## config.mk

```make
export PLATFORM = sky130hd
export DESIGN_NAME = bcd_display_scan
export DESIGN_NICKNAME = d
export VERILOG_FILES = /design/src/rtl/bcd_display_scan.sv
export SDC_FILE = /design/constraint.sdc
export NUM_CORES = 1
export LEC_CHECK = 0
export ABC_AREA = 1
export CORE_MARGIN = 3
export CORE_UTILIZATION = 55
export DETAILED_ROUTE_END_ITERATION = 16
export PLACE_DENSITY = 0.76
export SLEW_MARGIN = 10
export SYNTH_ARGS = -nofsm -noshare
export SYNTH_HDL_FRONTEND = slang
export SYNTH_SLANG_ARGS = --single-unit
```

## constraint.sdc

```tcl
create_clock -name clk -period 2.44 [get_ports clk]
set_clock_uncertainty 0.15 [all_clocks]
set_input_delay 0.366 -clock clk [delete_from_list [all_inputs] [get_ports clk]]
set_output_delay 0.366 -clock clk [all_outputs]
set_load 0.01 [all_outputs]
```

## src/rtl/bcd_display_scan.sv

```systemverilog
`default_nettype none
// ============================================================================
// Module      : bcd_display_scan
// Description : Binary-to-BCD converter (sequential double-dabble) feeding a
//               time-multiplexed, active-low, multi-digit 7-segment driver
//               with leading-zero blanking and overflow (dash) indication.
// Revision    : 1.0 - initial release
// ============================================================================
module bcd_display_scan #(
    parameter int DIGITS   = 4,
    parameter int BIN_W    = 14,
    parameter int SCAN_DIV = 50000
) (
    input  logic              clk,
    input  logic              rst,
    input  logic              start,
    input  logic [BIN_W-1:0]  bin,
    input  logic              blank_lz,
    output logic              busy,
    output logic              done,
    output logic              overflow,
    output logic [0:6]        seg,
    output logic [DIGITS-1:0] an
);

    localparam int c_cnt_w  = $clog2(BIN_W);
    localparam int c_idx_w  = (DIGITS > 1) ? $clog2(DIGITS) : 1;
    localparam int c_scan_w = $clog2(SCAN_DIV);
    localparam int c_bcd_w  = 4 * DIGITS;

    localparam logic [c_cnt_w-1:0]  c_cnt_last  = c_cnt_w'(BIN_W - 1);
    localparam logic [c_idx_w-1:0]  c_idx_last  = c_idx_w'(DIGITS - 1);
    localparam logic [c_scan_w-1:0] c_scan_last = c_scan_w'(SCAN_DIV - 1);

    localparam logic [1:0] c_s_idle   = 2'd0;
    localparam logic [1:0] c_s_conv   = 2'd1;
    localparam logic [1:0] c_s_commit = 2'd2;

    function automatic logic [31:0] f_pow10(input int n);
        logic [31:0] p;
        p = 32'd1;
        for (int k = 0; k < n; k++) begin
            p = p * 32'd10;
        end
        return p;
    endfunction

    // Largest value representable on the display (10^DIGITS - 1)
    localparam logic [31:0] c_max_val = f_pow10(DIGITS) - 32'd1;

    logic [1:0]          r_state;
    logic [1:0]          w_next;
    logic [BIN_W-1:0]    r_bin;
    logic [c_bcd_w-1:0]  r_bcd;
    logic [c_bcd_w-1:0]  w_adj;
    logic [c_cnt_w-1:0]  r_cnt;
    logic                r_blz;
    logic                r_ovf_cap;
    logic                w_ovf;
    logic                w_accept;
    logic [DIGITS-1:0]   w_blank;
    logic                w_run;
    logic [c_bcd_w-1:0]  r_disp;
    logic [DIGITS-1:0]   r_mask;
    logic                r_ovf;
    logic [c_scan_w-1:0] r_scan_cnt;
    logic [c_idx_w-1:0]  r_idx;
    logic [3:0]          w_nib;
    logic                w_dig_blank;
    logic [0:6]          w_seg;
    logic [DIGITS-1:0]   w_an;

    assign w_accept = (r_state == c_s_idle) && start;

    // Zero-extend both sides so any BIN_W compares cleanly against the limit
    assign w_ovf = ({32'd0, bin} > {{BIN_W{1'b0}}, c_max_val});

    // Add-3 correction on every BCD nibble that would overflow when doubled
    for (genvar g = 0; g < DIGITS; g++) begin : g_adj
        assign w_adj[4*g +: 4] = (r_bcd[4*g +: 4] >= 4'd5) ?
                                 (r_bcd[4*g +: 4] + 4'd3) : r_bcd[4*g +: 4];
    end

    // FSM state register
    always_ff @(posedge clk) begin
        if (rst) begin
            r_state <= c_s_idle;
        end else begin
            r_state <= w_next;
        end
    end

    // FSM next-state and status outputs
    always_comb begin
        w_next = r_state;
        busy   = 1'b0;
        done   = 1'b0;
        case (r_state)
            c_s_idle: begin
                if (start) begin
                    w_next = c_s_conv;
                end
            end
            c_s_conv: begin
                busy = 1'b1;
                if (r_cnt == c_cnt_last) begin
                    w_next = c_s_commit;
                end
            end
            c_s_commit: begin
                busy   = 1'b1;
                done   = 1'b1;
                w_next = c_s_idle;
            end
            default: begin
                w_next = c_s_idle;
            end
        endcase
    end

    // Conversion datapath: capture on accepted start, shift-add-3 during CONV
    always_ff @(posedge clk) begin
        if (rst) begin
            r_bin     <= '0;
            r_bcd     <= '0;
            r_cnt     <= '0;
            r_blz     <= 1'b0;
            r_ovf_cap <= 1'b0;
        end else if (w_accept) begin
            r_bin     <= bin;
            r_bcd     <= '0;
            r_cnt     <= '0;
            r_blz     <= blank_lz;
            r_ovf_cap <= w_ovf;
        end else if (r_state == c_s_conv) begin
            // Bits shifted out of the top digit only matter on overflow,
            // where the digits are replaced by dashes anyway
            {r_bcd, r_bin} <= {w_adj[c_bcd_w-2:0], r_bin, 1'b0};
            r_cnt          <= r_cnt + c_cnt_w'(1);
        end
    end

    // Blank mask: a digit is blank when it and every digit above it are zero
    always_comb begin
        w_blank = '0;
        w_run   = r_blz;
        for (int i = DIGITS - 1; i >= 1; i--) begin
            w_run      = w_run & (r_bcd[4*i +: 4] == 4'd0);
            w_blank[i] = w_run;
        end
    end

    // Display registers: only updated on COMMIT, reset to all-blank
    always_ff @(posedge clk) begin
        if (rst) begin
            r_disp <= '0;
            r_mask <= '1;
            r_ovf  <= 1'b0;
        end else if (r_state == c_s_commit) begin
            r_disp <= r_bcd;
            r_mask <= w_blank;
            r_ovf  <= r_ovf_cap;
        end
    end

    assign overflow = r_ovf;

    // Free-running scan divider and digit index
    always_ff @(posedge clk) begin
        if (rst) begin
            r_scan_cnt <= '0;
            r_idx      <= '0;
        end else if (r_scan_cnt == c_scan_last) begin
            r_scan_cnt <= '0;
            r_idx      <= (r_idx == c_idx_last) ? '0 : (r_idx + c_idx_w'(1));
        end else begin
            r_scan_cnt <= r_scan_cnt + c_scan_w'(1);
        end
    end

    // Select the current digit and decode it to segments / enables
    always_comb begin
        w_nib       = 4'd0;
        w_dig_blank = 1'b1;
        w_an        = '1;
        for (int i = 0; i < DIGITS; i++) begin
            if (r_idx == c_idx_w'(i)) begin
                w_nib       = r_disp[4*i +: 4];
                w_dig_blank = r_mask[i];
                w_an[i]     = 1'b0;
            end
        end
        if (r_ovf) begin
            w_seg = 7'b1111110;
        end else if (w_dig_blank) begin
            w_seg = 7'b1111111;
        end else begin
            case (w_nib)
                4'd0:    w_seg = 7'b0000001;
                4'd1:    w_seg = 7'b1001111;
                4'd2:    w_seg = 7'b0010010;
                4'd3:    w_seg = 7'b0000110;
                4'd4:    w_seg = 7'b1001100;
                4'd5:    w_seg = 7'b0100100;
                4'd6:    w_seg = 7'b0100000;
                4'd7:    w_seg = 7'b0001111;
                4'd8:    w_seg = 7'b0000000;
                4'd9:    w_seg = 7'b0000100;
                default: w_seg = 7'b1111111;
            endcase
        end
    end

    // Register seg and an together so they always refer to the same digit
    always_ff @(posedge clk) begin
        if (rst) begin
            seg <= 7'b1111111;
            an  <= '1;
        end else begin
            seg <= w_seg;
            an  <= w_an;
        end
    end

endmodule
`default_nettype wire

```

* Word-level counts from Yosys, hierarchy flattened
Memories as Yosys holds them, arrays and structs flattened. Cells that the tools add are included.
Operators by class: add/sub/neg operators 7, multiply operators 0, divide/modulo/power cells 0, order comparisons 5, eq/ne operators 9, shift operators 0, multiplexer cells 26, bitwise gates (word level) 3, reduce and logical (&&, ||, !) cells 12
Operator list (count):
- $mux W14 | 2
- $mux W4 | 7
- $add A16 B1 Y16 const B | 1
- $eq A16 B16 Y1 const B | 1
- $ge A4 B3 Y1 const B | 4
- $gt A14 B14 Y1 const B | 1
- $add A4 B2 Y4 const B | 3
- $logic_not A4 Y1 | 3
- $mux W1 | 12
- $eq A2 B2 Y1 const B | 3
- $mux W2 | 3
- $reduce_or A2 Y1 | 3
- $add A4 B1 Y4 const B | 1
- $eq A2 B1 Y1 const B | 2
- $eq A4 B4 Y1 const B | 1
- $logic_not A2 Y1 | 2
- $ne A2 B2 Y1 const B | 2
- $pmux W2 S2 | 1
- $add A3 B2 Y3 const B | 1
- $and A1 B1 Y1 | 3
- $mux W3 | 1
- $reduce_or A3 Y1 | 1
- $add A2 B1 Y2 const B | 1
- $reduce_and A2 Y1 | 1
- other kinds (2) | 2
Storage, ports and cells: register bits 88, bits in latches 0, memory bits (writable) 0, ROM bits 112, bits of input ports 18, output and inout bits 14, logic and storage cells 77, memories kept 1
Memories:
- (name not given) | words 16, width 7, read ports 1, clocked after Yosys merged registers in 0, write ports 0, RTL line 198 | case (w_nib)

* Logic depth before layout (Yosys ltp)
An unclocked memory read counts as a cell.
word-level depth 8, depth in mapped cells 15, gate-level depth less buffers 15

* Least setup slack after synthesis
No wires, ideal clock.
path type flip-flop to flip-flop, start register r_idx[0], end register seg[3] in the netlist's numbering, arrival time 1.845 ns, data required time 2.173 ns, slack 0.328 ns, stages on the path, launching flop included 11, path buffers 1, clock period less this slack 2.112 ns, path through dfxtp_1 inv_1 ha_1 buf_4 a21oi_1 o21ai_0 o21ai_0 ha_1 or2_2 nand2_1 nand2_1
On the way: cells in the longest elaborated chain, start to end 6, elaborated cells between the ends (all ways) 14, classes of those cells 3 x eq/ne; 8 x mux; 2 x reduce/logical; 1 x memory
Ends and longest elaborated chain:
- start, declared | RTL line 67 | logic [c_idx_w-1:0] r_idx;
- start signal, assigned | RTL line 175 | r_idx <= (r_idx == c_idx_last) ? '0 : (r_idx + c_idx_w'(1));
- $logic_not A2 Y1 | RTL line 187 | if (r_idx == c_idx_w'(i)) begin
- $mux W4 or $mux W1 (tied branches) (4 in series) | RTL line 187
- $mem_v2 Z16 W7 or $reduce_or A3 Y1 (tied branches)
- end signal, assigned | RTL line 220 | seg <= w_seg;
- end, declared | RTL line 22 | output logic [0:6] seg,
Parallel ways exist; a longest one is shown, timed or not. A chain may end at the register's enable or synchronous reset.

* Worst setup path after layout
Same ends and word-level chain as after synthesis.

==> results.sh <==
export IMPL_report_final_hold_viol_count=0
export IMPL_grtUsageTotal=0.2094
export IMPL_number_of_diodes_added_for_antenna_fixing=0
export IMPL_final_max_slew_viol_count=0
export IMPL_holdCritStartpoint="r_mask[0]"
export IMPL_grt_pass1_vias=3344
export IMPL_number_of_cells_on_the_worst_hold_path=2
export IMPL_clk_pin_slew_worst_paths_ps=80
export IMPL_maximum_clock_rate_mhz=448.9
export IMPL_placement_row_count=31
export IMPL_initialDrtViolationCount=196
export IMPL_grt_overflow_total=0
export IMPL_layout_setup_ws_ps=212.5
export IMPL_avgRoutedWirePerCell_um=12.61
export IMPL_syn_num_nets=591
export IMPL_ant_nets=0
export IMPL_grt_antenna_before_repair=0
export IMPL_result_of_the_run="finished clean"
export IMPL_holdBufCountCts=0
export IMPL_drive_gt1_frac=0.1036
export IMPL_timing_slew_headroom=0.7044
export IMPL_whs_endpoint="r_mask[0]"
export IMPL_io_buffer_count=31
export IMPL_p_leak_nw=1.978
export IMPL_power_per_cell_area_nw_per_um2=863.9
export IMPL_grt_max_degree=36
export IMPL_mappedNetlistArea_um2=4233
export IMPL_chip_width_um=93.73
export IMPL_internal_power_mw=2.635
export IMPL_number_of_levels_the_h_tree_was_split_into=3
export IMPL_post_layout_total_power_mw=4.158
export IMPL_yosysSeqAreaShare=0.4162
export IMPL_cap_violations=0
export IMPL_insertion_delay_of_the_later_clocked_pin_in_the_worst_skew_pair_ps=360
export IMPL_cts_buffers_inserted=9
export IMPL_fp_dieArea_um2=8784
export IMPL_library_cells_used_by_synthesis=37
export IMPL_cts_root_buf="clkbuf_8"
export IMPL_area_delta_synth_final_pct=13.72
export IMPL_tritoncts="built"
export IMPL_grt_first_pass_wirelength_um=14940
export IMPL_reg2reg_slack_ps=210
export IMPL_worstPathArrival_ps=2320
export IMPL_type_of_the_tightest_min_delay_check="reg2reg"
export IMPL_drt_first_pass_iters=4
export IMPL_reg2regPathDepth=11
export IMPL_vias_per_cell=5.229
export IMPL_timing_rr_end="seg[3]"
export IMPL_max_clock_path_buffers=2
export IMPL_critPathMaxFanout=6
export IMPL_floorplan_io_pins=32
export IMPL_cts_sinks=88
export IMPL_place_hpwl_um=6175
export IMPL_initial_core_util=0.5744
export IMPL_place_worst_setup_slack_ps=101.6
export IMPL_critical_path_endpoint_type="register"
export IMPL_route_vias_total=3545
export IMPL_min_period_over_period=0.9129
export IMPL_gpl_final_weighted_congestion=0.8326
export IMPL_tightestPinTransition_ps=442.9
export IMPL_route_detailed_drc=0
export IMPL_netlist_instances=545
export IMPL_switching_share=0.3663
export IMPL_finalWorstPathRequiredPeriod_ps=2228
export IMPL_floorplan_core_area_um2=7370
export IMPL_crit_path_required_time_ps=2540
export IMPL_synth_register_bits=88
export IMPL_power_frac_comb=0.328
export IMPL_netSwitchingPower_mw=1.523
export IMPL_drt_total_wl_um=8552
export IMPL_die_height_um=93.73
export IMPL_nets=620
export IMPL_post_cts_buffers=0
export IMPL_share_seq_of_total_power=0.456
export IMPL_post_synth_cell_area_avg_um2=7.767
export IMPL_power_share_clock=0.217
export IMPL_synthesis_yosys_warnings=0
export IMPL_reg2reg_from="r_idx[0]"
export IMPL_startpoint_type="register"
export IMPL_setup_violations=0
export IMPL_worstSetupPathType="reg2reg"
export IMPL_irDropWorstVdd_mv=0.8031
==> layer usage <==
metal  vias to the layer above  wire length (um)  GRT usage
li1                       1863                 -          -
met1                      1590              4127     0.2835
met2                        74              3898     0.3312
met3                        18               367    0.04728
met4                         0               158    0.06739
met5                         -                 0          0
==> sequential cells by signal, summed over array words and instances, names as in the netlist, 4 cells and up <==
| name | count |
|---|---|
| an | 4 |
| r_bcd | 16 |
| r_bin | 14 |
| r_cnt | 4 |
| r_disp | 16 |
| r_mask | 4 |
| r_scan_cnt | 16 |
| seg | 7 |
==> power by group through the flow <==
stage / Combinational [mW] / Sequential, mW / Clock (mW)
after detailed placement: 1.35 / 1.92 / 0
after floorplan: 0.956 / 1.88 / 0
after CTS: 1.36 / 1.89 / 0.932
after global routing: 1.58 / 1.93 / 0.993
final: 1.36 / 1.90 / 0.900
after global placement: 1.30 / 1.92 / 0
==> metrics by stage <==
step           setup TNS (ps)  instances  utilization  instance area (um^2)  hold slack, ps
2_1_floorplan               0        545            -                  4233           269.8
3_3_place_gp                0        662       0.6289                  4634           287.1
3_5_place_dp                0        662       0.6289                  4634           294.2
4_1_cts                     0        678       0.6526                  4810           312.9
5_1_grt                -76.81        678       0.6531                  4813           330.9
6_report                    0        678       0.6531                  4813           309.2
==> Yosys cell counts <==
cell type / number / area (um^2)
nand2_4: 1 / 11.26
nand2_2: 5 / 31.28
clkbuf_1: 14 / 52.55
nand4_2: 1 / 12.51
inv_1: 54 / 202.7
xor2_1: 7 / 61.31
nor2_4: 3 / 33.78
nor3_1: 5 / 25.02
ha_1: 28 / 350.3
nor2_1: 31 / 116.4
nand3_1: 24 / 120.1
a21oi_1: 79 / 395.4
a31oi_1: 4 / 25.02
inv_2: 5 / 18.77
or2_2: 4 / 25.02
nor4_4: 1 / 21.27
nor3_4: 1 / 16.27
nand2_1: 84 / 315.3
nor3b_1: 3 / 22.52
buf_2: 5 / 25.02
dfxtp_1: 88 / 1762
buf_4: 2 / 15.01
nor3_2: 1 / 10.01
and3_1: 2 / 12.51
o21a_1: 3 / 22.52
nand4_1: 7 / 43.79
o21ai_2: 1 / 8.760
nand3b_1: 1 / 7.510
o21ai_0: 63 / 315.3
nor2_2: 5 / 31.28
a21oi_2: 5 / 43.79
or2_0: 2 / 12.51
buf_12: 1 / 20.02
o211ai_1: 1 / 7.510
nor4_2: 1 / 12.51
nand3_2: 2 / 20.02
o22ai_1: 1 / 6.260
==> worst max-delay path by stage <==
stage	from	to	slack, ps	depth (start not counted)
final	r_idx[0]	seg[3]	210	11
after global routing	r_idx[0]	seg[3]	-40	11
after CTS	r_idx[0]	seg[3]	90	11
after detailed placement	r_idx[1]	seg[3]	100	11
after global placement	r_idx[0]	seg[3]	190	11
after floorplan	r_idx[0]	seg[3]	330	10
==> kinds of logic (layout without fill, tap and decap cells) <==
| family | after synthesis | after routing | synth area share |
|---|---|---|---|
| buffers and inverters | 81 | 115 | 0.07892 |
| xor gates and xnor gates | 7 | 7 | 0.01448 |
| AOI/OAI and AO/OA | 157 | 157 | 0.1948 |
| DFF | 88 | 88 | 0.4162 |
| and+or+nand+nor | 184 | 184 | 0.2128 |
| adders and majority gates | 28 | 28 | 0.08277 |
==> placed cells by master (no fill, tap or decap), types with 2 or more instances in the layout <==
cell type	netlist	routed
o21ai_0	63	62
a21oi_2	5	5
nor3_1	5	5
nand2_2	5	5
or2_2	4	4
or2_0	2	2
nand3_2	2	2
inv_1	54	54
a21oi_1	79	79
o21a_1	3	3
nor2_2	5	5
nand3_1	24	24
and3_1	2	2
clkinv_4	0	2
nand4_1	7	7
clkbuf_1	14	2
o21ai_2	1	2
inv_2	5	5
a31oi_1	4	4
ha_1	28	28
nor3b_1	3	3
nor2_4	3	3
clkbuf_8	0	10
xor2_1	7	7
dfxtp_1	88	88
buf_4	2	8
nand2_1	84	84
clkdlybuf4s50_1	0	31
nor2_1	31	31
==> critical path: stages, from the launching register on <==
cell and delay [ps]:
dfxtp_1 350, inv_1 110, ha_1 270, nand2_1 80, nand2_1 50, o21ai_0 70
o21ai_0 200, o21ai_2 140, ha_1 300, or2_2 300, nand2_1 70, nand2_1 40
==> timing repair <==
item                                    CTS  global route
endpoints found under the hold margin     0             0
endpoints found under the setup margin    0             5
gates resized for setup                   0             2
==> layout make-up <==
type / instances / area [um^2]
clock buffer: 12 / 145.1
clock inverter: 4 / 30.03
tap: 99 / 123.9
timing repair buffer: 40 / 390.4
inverter: 59 / 221.5
sequential: 88 / 1762
multi-input combinational: 376 / 2141
fill: 632 / 2556
Note: power is estimated with default switching activity, not from simulation.
